==> config.mk <==
export PLATFORM = sky130hd
export DESIGN_NAME = object_move
export DESIGN_NICKNAME = d
export VERILOG_FILES = /design/src/rtl/object_pkg.sv /design/src/rtl/axis_step.sv /design/src/rtl/object_move.sv
export SDC_FILE = /design/constraint.sdc
export NUM_CORES = 1
export LEC_CHECK = 0
export CORE_MARGIN = 2
export CORE_UTILIZATION = 40
export DETAILED_ROUTE_END_ITERATION = 8
export GPL_TIMING_DRIVEN = 0
export PLACE_DENSITY = 0.72
export SLEW_MARGIN = 20
export SYNTH_ARGS = -nofsm -noshare
export SYNTH_HDL_FRONTEND = slang
export SYNTH_SLANG_ARGS = --single-unit
==> constraint.sdc <==
create_clock -name clk -period 3.7 [get_ports clk]
set_input_delay 0.74 -clock clk [delete_from_list [all_inputs] [get_ports clk]]
set_output_delay 0.74 -clock clk [all_outputs]
set_load 0.03 [all_outputs]
==> src/rtl/object_pkg.sv <==
// Shared constants for the flying-object datapath: direction bit positions, screen extents, lifecycle states.
package object_pkg;
    localparam int DIR_MOVE_BIT = 1;
    localparam int DIR_INC_BIT  = 0;
    localparam int SCREEN_XMAX  = 639;
    localparam int SCREEN_YMAX  = 479;

    typedef enum logic [1:0] {
        IDLE = 2'd0,
        FLY  = 2'd1,
        EXIT = 2'd2
    } state_t;
endpackage

==> src/rtl/axis_step.sv <==
// Single-axis position step: signed move by magnitude+direction, flags leaving the range.
// Combinational. With WRAP=1 the axis wraps modulo MAX+1 instead of flagging (top enables it via WRAP_X_EN).
module axis_step
    import object_pkg::*;
#(
    parameter int W      = 10,
    parameter int MAX    = 639,
    parameter int MARGIN = 64,
    parameter bit WRAP   = 1'b0
) (
    input  logic [W-1:0] i_pos,
    input  logic [W-1:0] i_vel,
    input  logic [1:0]   i_dir,
    output logic [W-1:0] o_nxt,
    output logic         o_out
);
    localparam logic [W:0] LIM_EXIT = (W+1)'(MAX + MARGIN);
    localparam logic [W:0] LIM_WRAP = (W+1)'(MAX);
    localparam logic [W:0] SPAN     = (W+1)'(MAX + 1);

    logic [W:0] w_sum;
    logic [W:0] w_wrap_dn;

    assign w_sum     = {1'b0, i_pos} + {1'b0, i_vel};
    assign w_wrap_dn = {1'b0, i_pos} + SPAN - {1'b0, i_vel};

    always_comb begin
        o_nxt = i_pos;
        o_out = 1'b0;
        if (i_dir[DIR_MOVE_BIT]) begin
            if (i_dir[DIR_INC_BIT]) begin
                if (WRAP && (w_sum > LIM_WRAP)) begin
                    o_nxt = W'(w_sum - SPAN);
                end else if (!WRAP && (w_sum > LIM_EXIT)) begin
                    o_out = 1'b1;
                end else begin
                    o_nxt = w_sum[W-1:0];
                end
            end else if (i_vel > i_pos) begin
                // Underflow: either wrap to the far edge or leave the playfield
                if (WRAP) begin
                    o_nxt = w_wrap_dn[W-1:0];
                end else begin
                    o_out = 1'b1;
                end
            end else begin
                o_nxt = i_pos - i_vel;
            end
        end
    end
endmodule

==> src/rtl/object_move.sv <==
// Position integrator and lifecycle FSM (IDLE/FLY/EXIT) for one flying object; one registered update per moveclk.
// Define WRAP_X_EN to make x wrap modulo XMAX+1 instead of exiting.
module object_move
    import object_pkg::*;
#(
    parameter int XW       = 10,
    parameter int YW       = 9,
    parameter int XMAX     = SCREEN_XMAX,
    parameter int YMAX     = SCREEN_YMAX,
    parameter int MARGIN_X = 64,
    parameter int MARGIN_Y = 32
) (
    input  logic          clk,
    input  logic          rst,
    input  logic          moveclk,
    input  logic          launch,
    input  logic          kill,
    input  logic [XW-1:0] initx,
    input  logic [YW-1:0] inity,
    input  logic [XW-1:0] vx,
    input  logic [YW-1:0] vy,
    input  logic [1:0]    vdx,
    input  logic [1:0]    vdy,
    output logic [XW-1:0] x,
    output logic [YW-1:0] y,
    output logic          active,
    output logic          visible,
    output logic          exited
);
`ifdef WRAP_X_EN
    localparam bit X_WRAP = 1'b1;
`else
    localparam bit X_WRAP = 1'b0;
`endif

    state_t        r_state;
    logic [XW-1:0] r_x;
    logic [YW-1:0] r_y;
    logic          r_active;
    logic          r_exited;

    logic [XW-1:0] w_nx;
    logic [YW-1:0] w_ny;
    logic          w_xout;
    logic          w_yout;

    axis_step #(.W(XW), .MAX(XMAX), .MARGIN(MARGIN_X), .WRAP(X_WRAP)) u_axis_x (
        .i_pos (r_x),
        .i_vel (vx),
        .i_dir (vdx),
        .o_nxt (w_nx),
        .o_out (w_xout)
    );

    axis_step #(.W(YW), .MAX(YMAX), .MARGIN(MARGIN_Y), .WRAP(1'b0)) u_axis_y (
        .i_pos (r_y),
        .i_vel (vy),
        .i_dir (vdy),
        .o_nxt (w_ny),
        .o_out (w_yout)
    );

    always_ff @(posedge clk) begin
        if (rst) begin
            r_state  <= IDLE;
            r_x      <= '0;
            r_y      <= '0;
            r_active <= 1'b0;
            r_exited <= 1'b0;
        end else begin
            r_exited <= 1'b0;
            if (kill) begin
                r_state  <= IDLE;
                r_active <= 1'b0;
            end else begin
                case (r_state)
                    IDLE: begin
                        if (launch) begin
                            r_x      <= initx;
                            r_y      <= inity;
                            r_active <= 1'b1;
                            r_state  <= FLY;
                        end
                    end
                    FLY: begin
                        if (moveclk) begin
                            // Out of range: keep last in-range position, drop active with the pulse
                            if (w_xout || w_yout) begin
                                r_state  <= EXIT;
                                r_active <= 1'b0;
                                r_exited <= 1'b1;
                            end else begin
                                r_x <= w_nx;
                                r_y <= w_ny;
                            end
                        end
                    end
                    default: begin
                        r_state <= IDLE;
                    end
                endcase
            end
        end
    end

    assign x       = r_x;
    assign y       = r_y;
    assign active  = r_active;
    assign exited  = r_exited;
    assign visible = r_active && (r_x <= XW'(XMAX)) && (r_y <= YW'(YMAX));
endmodule

* Yosys cells after proc, flatten, opt, wreduce, memory -nomap -nowiden
Cells that the tools add are included.
Storage, ports and cells: register bits after elaboration 23, input bits 47, output and inout port bits 22
Cells by class: add/subtract/negate cells 4, order comparisons 6, equal/unequal tests 11, muxes and demuxes 33, bitwise operators 3, reductions and logical operators 11
Operators with widths (number):
- 2-to-1 mux 10 bit | 7
- 2-to-1 mux 9 bit | 7
- one-hot mux 10 bit (2 select lines) | 1
- one-hot mux 9 bit (2 select lines) | 1
- AND reduction 8 bit | 2
- 2-to-1 mux 1 bit | 12
- != test 2 bit, second input constant | 6
- != test 3 bit, second input constant | 4
- adder 10 x 10 -> 11 bit | 1
- > comparator 11 x 10 -> 1 bit, second input constant | 1
- adder 9 x 9 -> 10 bit | 1
- > comparator 10 bit | 1
- > comparator 10 x 9 -> 1 bit, second input constant | 1
- less-or-equal comparator 10 bit, second input constant | 1
- subtractor 10 bit | 1
- > comparator 9 bit | 1
- less-or-equal comparator 9 bit, second input constant | 1
- subtractor 9 bit | 1
- 2-to-1 mux 2 bit | 3
- one-hot mux 2 bit (2 select lines) | 1
- AND reduction 4 bit | 1
- OR reduction 4 bit | 1
- inverter 1 bit | 3
- AND reduction 3 bit | 1
- other kinds (7) | 8

* Longest topological paths before layout
word-level depth 9, mapped depth 12

* Modules after synthesis
A second synthesis with hierarchy kept.
Second synthesis, totals: cell total of the unflattened synthesis 469, area, all modules 3849.9 µm²
Modules (own cells, without submodules):
- axis_step (u_axis_x) | instances 1, cells each 196, area an instance 1376.3 µm², sequential area each 0.0 µm²
- object_move | instances 1, cells each 109, area an instance 1283.7 µm², sequential area each 460.4 µm²
- axis_step (u_axis_y) | instances 1, cells each 164, area an instance 1189.9 µm², sequential area each 0.0 µm²

* Worst setup path after synthesis
No wires, ideal clock.
kind input to register, start input vx[0], end register r_x[9], in the netlist x[9], setup time 114 ps, data arrival time 3097 ps, required time 3586 ps, slack 489 ps, cell stages on the path 11, buffers on the path 0, path through ha_1 -> inv_1 -> fa_1 -> o21ba_2 -> o2111ai_2 -> nand4_2 -> a311oi_2 -> o21ai_2 -> a2111o_2 -> and4_1 -> a21o_1
On the way: cells in the longest elaborated chain, start to end 8, elaborated cells between the ends (all ways) 20
RTL lines:
- start: declaration | RTL line object_move.sv:20 | input logic [XW-1:0] vx,
- adder 10 x 10 -> 11 bit | RTL line axis_step.sv:24 | assign w_sum = {1'b0, i_pos} + {1'b0, i_vel};
- > comparator 11 x 10 -> 1 bit | RTL line axis_step.sv:34 | end else if (!WRAP && (w_sum > LIM_EXIT)) begin
- 2-to-1 mux 1 bit | RTL line axis_step.sv:34
- 2-to-1 mux 1 bit | RTL line axis_step.sv:31 | if (i_dir[DIR_INC_BIT]) begin
- 2-to-1 mux 1 bit | RTL line axis_step.sv:30 | if (i_dir[DIR_MOVE_BIT]) begin
- logical OR 1 bit | RTL line object_move.sv:88 | if (w_xout || w_yout) begin
- != test 2 bit (no source line)
- AND reduction 8 bit (no source line)
- end signal: assignment | RTL line object_move.sv:79 | r_x <= initx;
- end signal: assignment | RTL line object_move.sv:93 | r_x <= w_nx;
- end: declaration | RTL line object_move.sv:37 | logic [XW-1:0] r_x;
Parallel ways exist; a longest one is shown, timed or not. The select of a mux whose other input is x is not followed. A chain may end at the register's enable or synchronous reset.

* Worst setup path after layout
start input vx[3], end register r_y[3], in the netlist y[3]
On the way: cells in the longest elaborated chain, start to end 8, elaborated cells between the ends (all ways) 10
RTL lines:
- adder 10 x 10 -> 11 bit | RTL line axis_step.sv:24
- > comparator 11 x 10 -> 1 bit | RTL line axis_step.sv:34
- 2-to-1 mux 1 bit | RTL line axis_step.sv:34
- 2-to-1 mux 1 bit (*) | RTL line axis_step.sv:31
- 2-to-1 mux 1 bit (*) | RTL line axis_step.sv:30
- logical OR 1 bit (*) | RTL line object_move.sv:88
- != test 2 bit (no source line) (*)
- AND reduction 8 bit (no source line) (*)
- end signal: assignment | RTL line object_move.sv:80 | r_y <= inity;
- end signal: assignment | RTL line object_move.sv:94 | r_y <= w_ny;
- end: declaration | RTL line object_move.sv:38 | logic [YW-1:0] r_y;
Every way passes the cells marked *; elsewhere a longest branch is shown, timed or not.

==> results.cfg <==
[floorplan]
start_util_pct = 41.7
row_count = 32
pin_count = 69
die_h_um = 94.2
coreArea_um2 = 7810
die_w_um = 94.2
die_area_um2 = 8880

[final_layout]
nNetsFinal = 578
drive_gt1_share_pct = 14.3
mostFrequentLayoutCells = clkdlybuf4s50_1 (65), ha_1 (37), inv_1 (36), nor2_1 (36), a21oi_1 (31)
layout_commonest_cell = clkdlybuf4s50_1
stdcell_count = 590
n_antenna_cell = 0
area_delta_synth_final_pct = 30.1

[place]
dp_slack_ps = -431
place.gp.congestion = 0.918
place_hpwl_um = 7110
dp_cells = 581
portBuffers = 67

[sta]
tightest_slew_ps = 653
hold_viol = 0
fmax_mhz = 280
slew_headroom_pct = 56.4
final_max_slew_viol_count = 0
setup_viol = 0
fin_setup_tns_ps = 0
period_share_pct = 96.6
fin_crit_ps = 3580
clock_skew_ps = 4.85
fin_ws_ps = 124

[global_route]
grt_pass1_wl_um = 14500
grt_pass1_vias = 3033
grtUsageTotal_pct = 20.1
antenna_found_initial = 0
gr-total-overflow = 0
grt_max_degree = 13

[routing]
drc = 0
drt-total-wl_um = 8910
drt_iter0_markers = 143
route.detailed.wl_per_inst_um = 15.1
vias_per_cell = 5.59
final_antenna_net_count = 0
dr.pass1.iters = 4
num_vias = 3299

[clocking]
clk_pin_slew_ps = 80
cts_tree = done
cts-buffers-inserted = 3
postCtsHoldBufs = 0
root_buffer = clkbuf_8
cts_buffer_depth = 2
insertion_delay_ps = 260
cts_sinks = 23
cts-htree-levels = 1

[synth]
synth_edf_count = 0
synth_area_per_cell_um2 = 7.90
async_flop_share_pct = 0
synth_cells = 412
synthesis.area_um2 = 3260
yosysWarnings = 0
syn-num-nets = 501
ys_seq_area_share_pct = 14.1
synth_ff_type = dfxtp_1
netlist-cell-type-count = 76
ys_ff_latch = 23

[run]
maxCapViolations = 0

[critical_path]
r2r_slack_ps = 600
critPathKind = input pin to flop
rr_worst_depth = 12
r2r-start = x[0]
max_stage_delay_ps = 490
rr_endpoint = y[3]
path_cells = clkdlybuf4s50_1 -> inv_1 -> ha_1 -> buf_2 -> or2_4 -> o2111ai_2 -> nand4_2 -> a311oi_2 -> o21ai_4 -> a2111oi_4 -> buf_4 -> nor2_4 -> o41ai_2
worstPathArrival_ps = 3750
start_kind = input pin
cp_slowest_cell = clkdlybuf4s50_1
worstPathMaxFanout = 8
required_ps = 3870
cp-end-kind = flop

[hold_path]
hold_path_depth = 2
hp-class = flop to flop
min_to = x[5]
hold_start = x[5]

[power_and_ir_drop]
seq_power_share_pct = 26.5
power_frac_clock_pct = 13.9
powerDensity_nw_per_um2 = 267
combPwrFrac_pct = 59.6
power.switching_mw = 0.479
power_mw = 1.13
ir_drop_mv = 0.212
p_int_mw = 0.651
swShare_pct = 42.4
leakagePower_nw = 1.73

[run_status]
status = finished, final reports clean
[Yosys cell counts (4+ instances only)]
| cell type | number | area [µm²] |
|---|---|---|
| nor2b_1 | 10 | 62.6 |
| o31a_1 | 4 | 35.0 |
| a31oi_1 | 4 | 25.0 |
| o21bai_1 | 5 | 37.5 |
| buf_6 | 4 | 45.0 |
| inv_1 | 36 | 135 |
| a211oi_2 | 4 | 50.1 |
| xnor2_1 | 10 | 87.6 |
| fa_1 | 4 | 80.1 |
| clkbuf_1 | 11 | 41.3 |
| nor3_1 | 12 | 60.1 |
| nand2b_1 | 7 | 43.8 |
| buf_2 | 4 | 20.0 |
| nand3_1 | 4 | 20.0 |
| nor3b_1 | 4 | 30.0 |
| a21oi_1 | 31 | 155 |
| o41ai_2 | 4 | 65.1 |
| o21ai_0 | 27 | 135 |
| dfxtp_1 | 23 | 460 |
| nand4_1 | 7 | 43.8 |
| a21o_1 | 4 | 30.0 |
| o31ai_1 | 6 | 45.0 |
| ha_1 | 38 | 475 |
| nor2_1 | 36 | 135 |
| nand2_1 | 28 | 105 |
| o21a_1 | 8 | 60.1 |
[stage by stage]
step	instance area [µm²]	hold slack, ps	utilization [%]
3_5_place_dp	4050	513	51.9
4_1_cts	4140	523	53.1
6_report	4240	526	54.3
3_3_place_gp	4050	496	51.9
2_1_floorplan	3260	481	-
5_1_grt	4240	555	54.3
[power by group through the flow]
stage	Combinational, mW	Sequential [mW]	Clock [mW]
global route	0.740	0.303	0.171
CTS	0.652	0.300	0.160
finish	0.674	0.300	0.157
global placement	0.622	0.305	0
floorplan	0.415	0.338	0
detailed placement	0.638	0.306	0
[kinds of logic (layout without fill, tap and decap cells)]
logic type	count (synthesis)	count (layout)	synth area share, %
AOI/OAI and AO/OA	140	140	33.7
buffers and inverters	59	135	7.99
adders and majority gates	42	42	17.1
muxes	4	4	1.38
and+or+nand+nor	131	131	22.2
DFF	23	23	14.1
xor gates and xnor gates	13	13	3.50
[worst max-delay path, delay by kind of cell]
family	cells	cell delay, ps
compound gates	5	1330
buf+inv	4	910
simple gates	3	500
fa+ha+maj	1	270
[flip-flops by register name, indices dropped and copies added (netlist names)]
register / cells
active: 1
exited: 1
r_state: 2
x: 10
y: 9
[routing by layer]
metal / routed length [µm] / GRT usage (%) / vias up
li1: - / - / 1651
met3: 444 / 2.41 / 6
met4: 64 / 2.54 / 0
met1: 4170 / 29.0 / 1562
met5: 0 / 0 / -
met2: 4230 / 32.7 / 80
[final cells by class]
class	instances	area, µm²
fillers	762	3570
repair buffers	73	724
clock buffers	4	45.0
plain buffers	21	118
well taps	102	128
flip-flops and latches	23	460
multi-input cells	330	2620
inverters	37	139
[worst max-delay path by stage]
stage                      from    to  slack [ps]  cells after the start
after global routing      vx[3]  y[3]          -9                     13
after CTS                 vy[1]  y[3]          30                     11
final                     vx[3]  y[3]         120                     13
after detailed placement  vy[1]  y[1]        -430                     12
after global placement    vy[1]  y[1]        -330                     12
after floorplan           vx[0]  x[9]         490                     11
[repair_timing]
item | 4_1_cts | 5_1_grt
gates resized for setup | 6 | 12
pin swaps | 5 | 9
gates cloned | 0 | 0
setup buffers | 2 | 4
setup endpoints to repair | 18 | 23
Note: power is estimated with default switching activity, not from simulation.
